**src/rtl/lsu_pkg.sv**
```systemverilog
// Shared types and helpers for the load/store unit.
// State encoding, word geometry and byte-lane selection.
package lsu_pkg;

    localparam int BYTES_PER_WORD = 3;

    localparam logic [2:0] S_IDLE  = 3'd0;
    localparam logic [2:0] S_BYTE0 = 3'd1;
    localparam logic [2:0] S_BYTE1 = 3'd2;
    localparam logic [2:0] S_BYTE2 = 3'd3;
    localparam logic [2:0] S_RESP  = 3'd4;

    typedef enum logic [2:0] {
        IDLE  = S_IDLE,
        BYTE0 = S_BYTE0,
        BYTE1 = S_BYTE1,
        BYTE2 = S_BYTE2,
        RESP  = S_RESP
    } lsu_state_t;

    // Byte n of a big-endian word (n=0 is the MSB).
    function automatic logic [7:0] lane(
        input logic [23:0] word,
        input logic [1:0]  n
    );
        logic [4:0] top;
        top = 5'd23 - {n, 3'b000};
        return word[top -: 8];
    endfunction

endpackage

```
**src/rtl/load_store_unit.sv**
```systemverilog
// Load/store unit: one 24-bit request as three big-endian byte beats.
// Ports: Clock/ResetN, Req* handshake, Resp* pulse, Mem* byte port.
module load_store_unit
    import lsu_pkg::*;
#(
    parameter int ADDR_W    = 24,
    parameter int MEM_DEPTH = 128
) (
    input  logic              Clock,
    input  logic              ResetN,
    input  logic              ReqValid,
    output logic              ReqReady,
    input  logic              ReqWrite,
    input  logic [ADDR_W-1:0] ReqAddress,
    input  logic [23:0]       ReqWriteData,
    output logic              RespValid,
    output logic [23:0]       RespReadData,
    output logic              RespError,
    output logic [ADDR_W-1:0] MemAddress,
    output logic [7:0]        MemWriteData,
    output logic              MemWrite,
    output logic              MemRead,
    input  logic [7:0]        MemReadData
);

    // Highest legal base address; compared before any add.
    localparam logic [ADDR_W-1:0] LAST =
        ADDR_W'(MEM_DEPTH - BYTES_PER_WORD);

    lsu_state_t        state;
    logic [ADDR_W-1:0] base;
    logic [23:0]       wdata;
    logic              write;
    logic [15:0]       rbuf;

    // Not ready while held in reset.
    assign ReqReady = ResetN && (state == IDLE);

    always_ff @(posedge Clock or negedge ResetN) begin
        if (!ResetN) begin
            state        <= IDLE;
            base         <= '0;
            wdata        <= '0;
            write        <= 1'b0;
            rbuf         <= '0;
            RespValid    <= 1'b0;
            RespError    <= 1'b0;
            RespReadData <= '0;
            MemAddress   <= '0;
            MemWriteData <= '0;
            MemWrite     <= 1'b0;
            MemRead      <= 1'b0;
        end else begin
            RespValid <= 1'b0;
            RespError <= 1'b0;
            MemWrite  <= 1'b0;
            MemRead   <= 1'b0;
            unique case (state)
                IDLE: begin
                    if (ReqValid) begin
                        base  <= ReqAddress;
                        wdata <= ReqWriteData;
                        write <= ReqWrite;
                        if (ReqAddress > LAST) begin
                            state     <= RESP;
                            RespValid <= 1'b1;
                            RespError <= 1'b1;
                        end else begin
                            state        <= BYTE0;
                            MemAddress   <= ReqAddress;
                            MemWriteData <= lane(ReqWriteData, 2'd0);
                            MemWrite     <= ReqWrite;
                            MemRead      <= !ReqWrite;
                        end
                    end
                end
                BYTE0: begin
                    if (!write) rbuf[15:8] <= MemReadData;
                    state        <= BYTE1;
                    MemAddress   <= base + ADDR_W'(1);
                    MemWriteData <= lane(wdata, 2'd1);
                    MemWrite     <= write;
                    MemRead      <= !write;
                end
                BYTE1: begin
                    if (!write) rbuf[7:0] <= MemReadData;
                    state        <= BYTE2;
                    MemAddress   <= base + ADDR_W'(2);
                    MemWriteData <= lane(wdata, 2'd2);
                    MemWrite     <= write;
                    MemRead      <= !write;
                end
                BYTE2: begin
                    // Publish the whole word at once so it holds
                    // between load responses.
                    if (!write) RespReadData <= {rbuf, MemReadData};
                    state     <= RESP;
                    RespValid <= 1'b1;
                end
                RESP: begin
                    state <= IDLE;
                end
                default: begin
                    state <= IDLE;
                end
            endcase
        end
    end

endmodule
```
**config.mk**
```make
export PLATFORM = sky130hd
export DESIGN_NAME = load_store_unit
export DESIGN_NICKNAME = d
export VERILOG_FILES = /design/src/rtl/lsu_pkg.sv /design/src/rtl/load_store_unit.sv
export SDC_FILE = /design/constraint.sdc
export NUM_CORES = 1
export LEC_CHECK = 0
export ABC_AREA = 0
export CAP_MARGIN = 10
export CORE_MARGIN = 8
export CORE_UTILIZATION = 41
export CTS_BUF_LIST = sky130_fd_sc_hd__clkbuf_8
export DETAILED_ROUTE_END_ITERATION = 8
export PLACE_DENSITY = 0.67
export SETUP_SLACK_MARGIN = 0.5
export SLEW_MARGIN = 20
export SYNTH_ARGS = -nofsm -noshare
export SYNTH_HDL_FRONTEND = slang
export SYNTH_SLANG_ARGS = --single-unit
export TNS_END_PERCENT = 10
```
**constraint.sdc**
```tcl
create_clock -name Clock -period 2.7 [get_ports Clock]
set_input_delay 0.54 -clock Clock [delete_from_list [all_inputs] [get_ports Clock]]
set_output_delay 0.54 -clock Clock [all_outputs]
set_load 0.02 [all_outputs]
```
# == Word-level counts from Yosys, hierarchy flattened ==
# Index checks and enable logic that the tools add are counted.
# word_totals
register_bits,120
latch_bits,0
ram_bits,0
rom_bits,0
input_bits,60
output_inout_bits,61
elab_cells,52
n_memories,0
# classes
add_sub_neg,2
mul,0
n_div,0
magnitude_cmp,1
n_eq_ne,5
shift,0
muxes,19
bitwise_logic,1
n_reduce_logical,11
# op_table
operator,n
case mux 24 bit (3 select lines),1
2-to-1 mux 24 bit,2
"adder 24 x 1 -> 24 bit, second input constant",1
"adder 24 x 2 -> 24 bit, second input constant",1
"> comparator 24 x 7 -> 1 bit, second input constant",1
case mux 8 bit (3 select lines),1
2-to-1 mux 8 bit,2
case mux 3 bit (4 select lines),1
AND reduction 2 bit,4
2-to-1 mux 1 bit,7
"== test 3 x 2 -> 1 bit, second input constant",2
2-to-1 mux 3 bit,2
case mux 1 bit (2 select lines),3
"inequality test 2 bit, second input constant",2
"== test 3 x 1 -> 1 bit, second input constant",1
zero test 3 bit,1
AND reduction 3 bit,1
nonzero test 3 bit,1
zero test 1 bit,2
OR reduction 2 bit,1
logical AND 1 bit,1
inverter 1 bit,1

# == Depth between registers and ports, before layout ==
# Gate-level depths: netlist (run 1).
# logic_depth
word_depth,4
ltp_mapped,8
mapped_depth_nobuf,6

# == Worst setup path before layout (run 1) ==
# Ideal clock, no wire load.
# synth_timing
kind,reg-to-reg
start,register base[2]
end,register MemAddress[23]
setup_time_ns,0.066
arrival_time_ns,2.054
required_time_ns,2.634
path_slack_ns,0.580
stages_incl_launch_ff,8
n_path_buf,1
synth_period_minus_slack_ns,2.120
cell_sequence,dfrtp_1 > ha_1 > nand4_1 > or4_1 > buf_2 > or3_1 > o31ai_1 > a22o_1
# synth_via
elab_chain_cells,2
elab_cells_between_ends,3
cone_classes,add/sub: 2; mux: 1
# synth_rtl
element,line_no,text
from (decl),load_store_unit.sv:31,logic [ADDR_W-1:0] base;
from (signal assigned),load_store_unit.sv:61,base <= ReqAddress;
adder 24 x 2 -> 24 bit / adder 24 x 1 -> 24 bit (equally long branches),"load_store_unit.sv:88, load_store_unit.sv:80",
case mux 24 bit (3 select lines) *,load_store_unit.sv:58,unique case (state)
to (signal assigned),load_store_unit.sv:70,MemAddress <= ReqAddress;
to (signal assigned),load_store_unit.sv:80,MemAddress <= base + ADDR_W'(1);
to (signal assigned),load_store_unit.sv:88,MemAddress <= base + ADDR_W'(2);
to (decl),load_store_unit.sv:19,"output logic [ADDR_W-1:0] MemAddress,"
# Every way passes the cells marked *; elsewhere a longest branch is shown, timed or not.
# A chain may end at the register's enable or synchronous reset.

# == Final worst setup path (run 1) ==
# layout_timing
start,input port ReqAddress[22]
end,register MemAddress[12]
# layout_via
elab_chain_cells,3
# layout_rtl
element,line_no,text
from (decl),load_store_unit.sv:14,"input logic [ADDR_W-1:0] ReqAddress,"
> comparator 24 x 7 -> 1 bit,load_store_unit.sv:64,if (ReqAddress > LAST) begin
inequality test 2 bit (no source line),--,
AND reduction 3 bit (no source line),--,
# Every way passes these cells.

==> metrics.md, run 1 <==
| Metric | Value |
|---|---|
| Post-Syn Nets | `560` |
| Net switching fraction of the power | `between 20% and 30%` |
| CP Max Fanout | `29` |
| Fmax | `about 0.46 GHz` |
| Root Buffer | `clkbuf_8` |
| Area grow syn2layout | `34.5%` |
| Crit. End Element | `flip-flop` |
| Clock skew | `about 0.0094 ns` |
| Final Hold Vio Count | `0` |
| Antenna cells | `0` |
| Top cells by count, synth | `dfrtp_1, mux2_2, nor2_1, a21oi_1, nand2_1` |
| Final Setup Violations | `0` |
| Antenna Violating Nets Remaining | `0` |
| Ports | `121` |
| Min-Delay Path Class | `in2async` |
| Clk_lat worst skew | `0.45 ns` |
| Vias per inst | `5.42` |
| CP Launch Type | `input pin` |
| Top-count cell post-synth | `dfrtp_1` |
| Port Buf Inserts | `120` |
| GPL Wtd Cong | `about 0.84` |
| CTS tree | `built` |
| Drt initial violations | `223` |
| Crit path required time | `3.03 ns` |
| Synth unique cells | `between 50 and 60` |
| CTS max path bufs | `2` |
| Setup_tns | `0 ns` |
| Grt ovf | `0` |
| Detailed-router iteration count before antenna repair | `5` |
| Post-synth top area cell | `dfrtp_1` |
| Detailed Route WL | `14900 um` |
| Top_reg_cell synth | `dfrtp_1` |
| Leak | `3.33 nW` |
| Post-CTS Hold Fix Bufs | `0` |
| Pwr dens | `between 500 and 600 nW/um^2` |
| Detail Placement HPWL | `10700 um` |
| Wire length per cell | `18.2 um` |
| Rows | `43` |
| Synthesized area | `5650 um^2` |
| Largest net degree at the start of global routing | `between 100 and 150` |
| Flop pwr share | `just under 50%` |
| Run status | `complete, no violations` |
| Global-route wire length before repair | `roughly 24000 um` |
| Yosys reg bits | `120` |
| Tot GR Track Use | `17.3%` |
| Vias in the first global route | `4679` |
| CTS sink count | `120` |
| Worst-Margin Slew | `~0.65 ns` |
| Data arrival time of the worst path | `approximately 2.5 ns` |
| Layout cells sized above 1 | `26.1%` |
| Min Clock Period, post-route | `2.16 ns` |
| Worst relative slew slack | `a little under three fifths` |
| Die W | `~130 um` |
| Starting Density | `41.3%` |
| DP Cell Count | `between 700 and 800` |
| Unrepaired setup endpoints after global routing | `true` |
| Post-synth top area share | `53.2%` |
| Period utilization | `80.1%` |
| Post-synth EDFFs | `0` |
| Net Switching | `between 1 and 1.5 mW` |
| Gate count of the mapped netlist | `~500` |
| Worst VDD drop | `~0.34 mV` |
| Area contributors post-synth | `dfrtp_1, mux2_2, nor2_1` |
| Comb pwr share | `12.9%` |
| Die area | `17800 um^2` |
| Fin cells | `821` |
| Clock Pin Slew Worst Setup and Hold Paths | `roughly 0.070 ns` |
| Clk pwr share | `between 30 and 40%` |
| Core Area | `13700 um^2` |
| Max Transition Viols Final | `0` |
| DRC viols | `0` |
| Async SR Flop Fraction | `100%` |
| Via Count | `roughly 4500` |
| Avg Cell Area, Syn | `11.3 um^2` |
| H-tree depth | `4` |
| Critical path class | `in2reg` |
| Initial antenna violation count | `0` |
| Die H | `133 um` |
| CTS buffer count | `17` |
| Max Cap Viol | `0` |
| Cell internal pwr | `2.92 mW` |
| Synth warn | `0` |
| # nets final | `690` |
| Seq/Total Area, Yosys | `a little over half` |
| FILL cells | `1184` |
==> power groups by stage <==
| stage | clock network, mW | registers, mW | logic [mW] |
|---|---|---|---|
| final | 1.55 | 2.03 | 0.528 |
| after global placement | 0 | 2.05 | 0.509 |
| after detailed placement | 0 | 2.05 | 0.523 |
| after global routing | 1.69 | 2.04 | 0.584 |
| after CTS | 1.61 | 2.02 | 0.528 |
| after floorplan | 0 | 2.01 | 0.299 |
==> worst max-delay path, cell delays in order <==
cell and delay [ns]:
clkdlybuf4s50_1 0.42, nor4_1 0.36, nand4_1 0.21, nor2_1 0.25, a31oi_2 0.16, buf_12 0.20
a221o_1 0.35
==> cells in the final DEF (no fill, tap or decap), types with 2 or more instances in the layout <==
cell type        instances
clkdlybuf4s50_1        118
dfrtp_1                116
mux2_2                  93
nor2_1                  50
a21oi_1                 35
nand2_1                 24
buf_4                   21
clkbuf_8                17
o21ai_0                 13
o22ai_1                 10
o31ai_1                  9
nand4_1                  8
nor3_1                   8
a22o_1                   8
nor4_1                   7
inv_1                    7
a31oi_1                  7
inv_6                    5
nand3_1                  4
dfrtp_2                  4
clkinv_4                 4
buf_12                   4
clkinvlp_4               3
and4_1                   3
a211o_1                  3
a221o_1                  3
mux2i_1                  3
nor2b_1                  2
o21bai_1                 2
a32oi_1                  2
o31a_1                   2
nand2b_1                 2
o2bb2ai_1                2
o21a_1                   2
a21o_1                   2
a41oi_1                  2
xnor2_1                  2
==> timing repair <==
item | 4_1_cts | 5_1_grt
buffers inserted | 0 | 6
gates resized for setup | 7 | 10
pin swaps | 0 | 1
setup endpoints to repair | 9 | 25
==> path summary, 6_finish.rpt <==
kind,start,endpoint,slack (ns),cells past startpoint
max in group asynchronous,ResetN,base[2],1.97,2
worst min-delay path,ResetN,MemAddress[6],0.19,2
min in group Clock,MemAddress[7],MemAddress[7],0.50,1
worst max-delay path,ReqAddress[22],MemAddress[12],0.54,7
worst min register to register,MemAddress[7],MemAddress[7],0.50,1
worst max register to register,base[2],MemAddress[23],0.54,6
==> logic make-up (layout without fill, tap and decap cells) <==
kind of cell | Yosys count | in the layout | synth area share (%)
buffers and inverters | 41 | 184 | 2.95
AO/OA/AOI/OAI | 113 | 113 | 13.3
multiplexers | 96 | 96 | 19.1
XOR/XNOR | 3 | 3 | 0.465
flip-flops | 120 | 120 | 53.2
AND/OR/NAND/NOR | 123 | 123 | 10.6
adder cells (fa/ha/maj) | 2 | 2 | 0.443
==> registers in the layout, indices dropped and copies added (netlist names) <==
register / cells
MemRead: 1
RespValid: 1
base: 24
MemAddress: 24
state: 3
RespReadData: 24
MemWrite: 1
write: 1
MemWriteData: 8
RespError: 1
wdata: 16
rbuf: 16
==> layer usage <==
metal / wire [um] / track usage (%) / vias up
met5: 0 / 0 / -
met4: 258 / 6.05 / 0
met3: 1090 / 6.44 / 17
met2: 6960 / 26.8 / 138
met1: 6600 / 21.5 / 2175
li1: - / - / 2123
==> per-stage QoR <==
stage                     power [mW]  area (um^2)  hold slack (ns)  util [%]  worst slack, ns
after CTS                       4.15         7520            0.216      55.1            0.337
after global routing            4.32         7600            0.251      55.6            0.395
final                           4.11         7600            0.185      55.6            0.537
after detailed placement        2.58         7130            0.479      52.2           0.0524
after global placement          2.56         7130            0.479      52.2            0.111
after floorplan                 2.31         5650            0.244         -            0.580
==> area by class of cell <==
class / instances / area, um^2 / share of cell area, %
timing repair buffer: 144 / 1420 / 18.7
inverter: 8 / 33.8 / 0.445
sequential: 120 / 3010 / 39.6
clock inverter: 15 / 144 / 1.89
tap: 180 / 225 / 2.96
clock buffer: 17 / 234 / 3.08
multi-input combinational: 337 / 2530 / 33.3
Power figures use the tool's default switching activity.
==> run 2: changes to the inputs <==
Settings changed: PLACE_DENSITY 0.67 to 0.69.
Clock period 2.7 ns to 1.97 ns, I/O delays scaled along.
==> run 2 against run 1 <==
Effect of this change: flip-flop and latch count is the same; register-to-register slack lost 0.55 ns; sequential share of layout area shrank 4.9 points; clock-buffer cell count grew 2; the run now ends with setup timing left; global-route usage grew 2.5 points; sequential power grew 34%; utilization grew 7.8 points; design area grew 14%; die area is the same; critical endpoint is now MemAddress[23]; non-clock buffer count grew 68.
==> metrics.md, run 2 (same netlist as run 1, synthesis figures left out) <==
| Metric | Value |
|---|---|
| Run status | `finished, violations left` |
| Failing checks | `setup timing` |
| Critical path class | `reg2reg` |
| Reg2reg setup slack | `-0.01 ns` |
| Post-DP Area | `7570 um^2` |
| Worst r2r src | `base[1]` |
| Detailed Route WL | `17500 um` |
| Clock skew | `between 0.01 and 0.015 ns` |
| Most common cell after layout, fill and taps aside | `dfrtp_1` |
| Comb pwr share | `17.8%` |
| Pwr dens | `701 nW/um^2` |
| Final Hold Vio Count | `0` |
| # nets final | `between 700 and 800` |
| CTS max path bufs | `2` |
| Wire length per cell | `19.6 um` |
| Final Setup Violations | `2` |
| Die H | `133 um` |
| Period utilization | `101%` |
| Die W | `approximately 130 um` |
| Layout cells sized above 1 | `48.5%` |
| Fin cells | `889` |
| Worst path cell trace | `ha_4 -> nand4_1 -> or4_4 -> o41ai_1 -> o31ai_1 -> a22o_1` |
| Fmax | `0.504 GHz` |
| GPL Wtd Cong | `0.864` |
| Final core utilization | `63.4%` |
| FF-to-FF End | `MemAddress[23]` |
| Post-Layout Inst Area | `8670 um^2` |
| Port Buf Inserts | `120` |
| Net switching fraction of the power | `between 20 and 30%` |
| Vias per inst | `5.43` |
| Starting Density | `41.3%` |
| Flop pwr share | `44.9%` |
| DRC viols | `0` |
| CTS tree | `built` |
| Antenna Violating Nets Remaining | `0` |
| CP Launch Type | `flip-flop` |
| Worst-Margin Slew | `0.635 ns` |
| Min setup slack post-route | `-0.0135 ns` |
| Min Clock Period, post-route | `approximately 2.0 ns` |
| Max Transition Viols Final | `0` |
| Core Area | `13700 um^2` |
| Final hold slack | `roughly 0.042 ns` |
| Clock Pin Slew Worst Setup and Hold Paths | `0.07 ns` |
| Bufs and invs on worst path | `0` |
| Largest registers | `MemAddress: 24 flops, RespReadData: 24 flops, base: 24 flops` |
| Place WS | `-0.548 ns` |
| CTS buffer count | `17` |
| Area grow syn2layout | `53.5%` |
| Setup_tns | `-0.0187 ns` |
| Unrepaired setup endpoints after global routing | `true` |
| Initial antenna violation count | `0` |
| Cell internal pwr | `4.38 mW` |
| Net Switching | `approximately 1.7 mW` |
| Vias in the first global route | `about 5000` |
| CTS sink count | `120` |
| Max Cap Viol | `0` |
| Worst relative slew slack | `57.7%` |
| Largest delay share family, worst path | `compound AO/OA/AOI/OAI gates` |
| Crit. End Element | `flip-flop` |
| Crit path required time | `2.31 ns` |
| Rows | `43` |
| Clk pwr share | `37.3%` |
| CP max-delay cell | `or4_4` |
| Crit path launch | `base[1]` |
| Root Buffer | `clkbuf_8` |
| Detailed-router iteration count before antenna repair | `4` |
| Grt ovf | `0` |
| Ports | `121` |
| DP Cell Count | `832` |
| Die area | `~18000 um^2` |
| Min-Delay Path Class | `in2async` |
| Leak | `roughly 4.2 nW` |
| Drt initial violations | `304` |
| Global-route wire length before repair | `27900 um` |
| Worst VDD drop | `0.549 mV` |
| H-tree depth | `4` |
| Tot GR Track Use | `19.7%` |
| Most frequent cells in the layout | `dfrtp_1, mux2_4, buf_2, buf_4, nor2_1` |
| Detail Placement HPWL | `11800 um` |
| Antenna cells | `0` |
| Worst r2r path cells | `6` |
| Data arrival time of the worst path | `2.33 ns` |
| Worst path max stage delay | `0.51 ns` |
| Largest net degree at the start of global routing | `121` |
| Clk_lat worst skew | `roughly 0.46 ns` |
| CP Max Fanout | `6` |
| Tot Pwr | `6.08 mW` |
| Via Count | `4823` |
-- run 2: layer usage --
metal | global-route usage, % | share of wire [%] | vias up
li1 | - | - | 2233
met1 | 25.0 | 45 | 2415
met2 | 31.1 | 48 | 141
met3 | 5.61 | 4.9 | 34
met4 | 7.92 | 2.3 | 0
met5 | 0 | 0 | -
-- run 2: area by class of cell --
cell class | instances | area (um^2)
fillers | 1116 | 5000
multi-input cells | 337 | 3180
flip-flops and latches | 120 | 3010
repair buffers | 212 | 1820
clock buffers | 19 | 262
well taps | 180 | 225
clock inverters | 13 | 145
inverters | 8 | 32.5
-- run 2: what timing repair did --
item | 4_1_cts | 5_1_grt
cloned | 2 | 0
hold buffers | 0 | 0
setup endpoints to repair | 180 | 120
buffers inserted | 9 | 14
pin swaps | 24 | 33
resized for setup | 422 | 63
-- run 2: worst max-delay path by stage --
stage	to	slack, ns	depth (start not counted)
floorplan	MemAddress[23]	-0.02	7
global placement	MemAddress[16]	-0.45	8
detailed placement	MemAddress[18]	-0.55	8
CTS	MemAddress[23]	-0.001	6
global route	MemAddress[23]	-0.12	6
finish	MemAddress[23]	-0.01	6
-- run 2: power groups by stage --
stage	logic (mW)	clock network [mW]	registers, mW
floorplan	0.417	0	2.76
global placement	0.884	0	2.76
detailed placement	0.898	0	2.77
CTS	1.01	2.31	2.73
global route	1.17	2.43	2.75
finish	1.08	2.26	2.73
==> run 3: changes to the inputs <==
Settings changed: GPL_ROUTABILITY_DRIVEN set to 0.
==> run 3 against run 2 <==
Effect of this change: the run now ends clean; die area unchanged; critical path depth unchanged; register-to-register slack better by 0.02 ns; flip-flop and latch count unchanged; design area down 2.5%; non-clock buffer count up 4; sequential power about the same; clock power down 16%; routed wire length down 2.1%; critical path type unchanged; highest routed layer unchanged.
==> metrics.md, run 3 (same netlist as run 1, synthesis figures left out) <==
| Metric | Value |
|---|---|
| Run status | `complete, no violations` |
| Largest registers | `MemAddress: 24 flops, RespReadData: 24 flops, base: 24 flops` |
| Grt ovf | `0` |
| Leak | `4.07 nW` |
| Worst-Margin Slew | `0.650 ns` |
| CTS max path bufs | `2` |
| DRC viols | `0` |
| Most frequent cells in the layout | `dfrtp_1, buf_4, mux2_2, clkbuf_2, clkdlybuf4s50_1` |
| Pwr dens | `approximately 670 nW/um^2` |
| Global-route wire length before repair | `26400 um` |
| Final hold slack | `0.0622 ns` |
| Detail Placement HPWL | `11400 um` |
| Detailed-router iteration count before antenna repair | `5` |
| CTS buffer count | `17` |
| Via Count | `about 4900` |
| Largest net degree at the start of global routing | `roughly 120` |
| Worst VDD drop | `0.366 mV` |
| Final Hold Vio Count | `0` |
| Critical path class | `reg2reg` |
| CTS sink count | `120` |
| Vias per inst | `5.54` |
| Rows | `43` |
| Drt initial violations | `358` |
| Crit. End Element | `flip-flop` |
| Die H | `133 um` |
| Post-CTS Hold Fix Bufs | `0` |
| Detailed Route WL | `17100 um` |
| Most common cell after layout, fill and taps aside | `dfrtp_1` |
| H-tree depth | `4` |
| Period utilization | `99.9%` |
| Clock Pin Slew Worst Setup and Hold Paths | `0.07 ns` |
| Worst relative slew slack | `56.6%` |
| Worst path cell trace | `ha_4 -> nand4_1 -> or4_4 -> or3_1 -> o31ai_1 -> a22o_1` |
| Min-Delay Path Class | `in2async` |
| Die area | `around 18000 um^2` |
| Max Cap Viol | `0` |
| Clk_lat worst skew | `0.44 ns` |
| Tot GR Track Use | `18.6%` |
| Root Buffer | `clkbuf_8` |
| Wire length per cell | `~19 um` |
| Antenna Violating Nets Remaining | `0` |
| CTS tree | `built` |
| Core Area | `about 14000 um^2` |
| Port Buf Inserts | `120` |
| Reg2reg setup slack | `between 0.002 and 0.003 ns` |
| Vias in the first global route | `5121` |
| Layout cells sized above 1 | `46.4%` |
| Clock skew | `0.00900 ns` |
| Final core utilization | `61.8%` |
| Die W | `133 um` |
| Data arrival time of the worst path | `2.34 ns` |
| Crit path required time | `2.35 ns` |
| Tot Pwr | `approximately 5.7 mW` |
| CP Launch Type | `flip-flop` |
| Final Setup Violations | `0` |
| Initial antenna violation count | `0` |
| CP Max Fanout | `6` |
| Unrepaired setup endpoints after global routing | `true` |
| Worst path max stage delay | `between 0.5 and 0.6 ns` |
| Antenna cells | `0` |
| CP max-delay cell | `or4_4` |
| Fmax | `0.508 GHz` |
| Area grow syn2layout | `49.7%` |
| Ports | `121` |
| # nets final | `roughly 760` |
| Min Clock Period, post-route | `slightly below 2 ns` |
| Max Transition Viols Final | `0` |
| Starting Density | `41.3%` |
[run 3: cell types whose count changed in the layout (fill, tap and decap cells not counted), sizes merged, moves of 3 or more]
cell	change
dlymetal6s2s	+8
clkdlybuf4s50	+7
inv	+3
clkbuf	+45
buf	-55
clkdlybuf4s15	-4
[run 3: per-layer routing]
| metal | global-route usage (%) | part of all wire (%) | vias up |
|---|---|---|---|
| met3 | 4.97 | 5.7 | 48 |
| li1 | - | - | 2254 |
| met2 | 31.2 | 49 | 209 |
| met5 | 0 | 0 | - |
| met1 | 21.8 | 42 | 2432 |
| met4 | 8.11 | 3.0 | 0 |
[run 3: path summary, 6_finish.rpt]
| check | cells past startpoint | from | to |
|---|---|---|---|
| worst min register to register | 1 | MemAddress[9] | MemAddress[9] |
| worst max-delay path | 6 | base[1] | MemAddress[23] |
| max in group asynchronous | 2 | ResetN | state[2] |
| min in group Clock | 2 | ReqAddress[18] | base[18] |
| worst max register to register | 6 | base[1] | MemAddress[23] |
| worst min-delay path | 2 | ResetN | base[8] |
[run 3: final cells by class]
cell class / instances / area, um^2
Tap cell: 180 / 225
Inverter: 8 / 33.8
Multi-Input combinational cell: 337 / 2950
Fill cell: 1064 / 5220
Clock buffer: 17 / 234
Sequential cell: 120 / 3010
Clock inverter: 15 / 108
Timing Repair Buffer: 216 / 1890
[run 3: critical path: cells and delay by family (launching register included)]
kind	cells	cell delay, ns
AOI/OAI and AO/OA	2	0.36
DFF	1	0.41
and+or+nand+nor	3	1.00
adders and majority gates	1	0.15
[run 3: power by group]
group          switching, mW  internal (mW)  total, mW
sequential             0.125           2.60       2.73
clock                   1.03          0.867       1.90
combinational          0.504          0.515       1.02
[run 3: repair_timing]
item / CTS / global route
buffers inserted: 17 / 9
pin swaps: 20 / 20
endpoints found under the setup margin: 180 / 180
gates cloned: 2 / 0
gates resized for setup: 73 / 182
[run 3: metrics by stage]
step	std cells	area (um^2)	setup WS, ns	TNS, ns
2_1_floorplan	498	5720	-0.0214	-0.0214
3_3_place_gp	833	7590	-0.439	-11.88
3_5_place_dp	833	7590	-0.500	-13.79
4_1_cts	884	8320	0.00246	0
5_1_grt	893	8450	-0.0663	-0.126
6_report	893	8450	0.00288	0
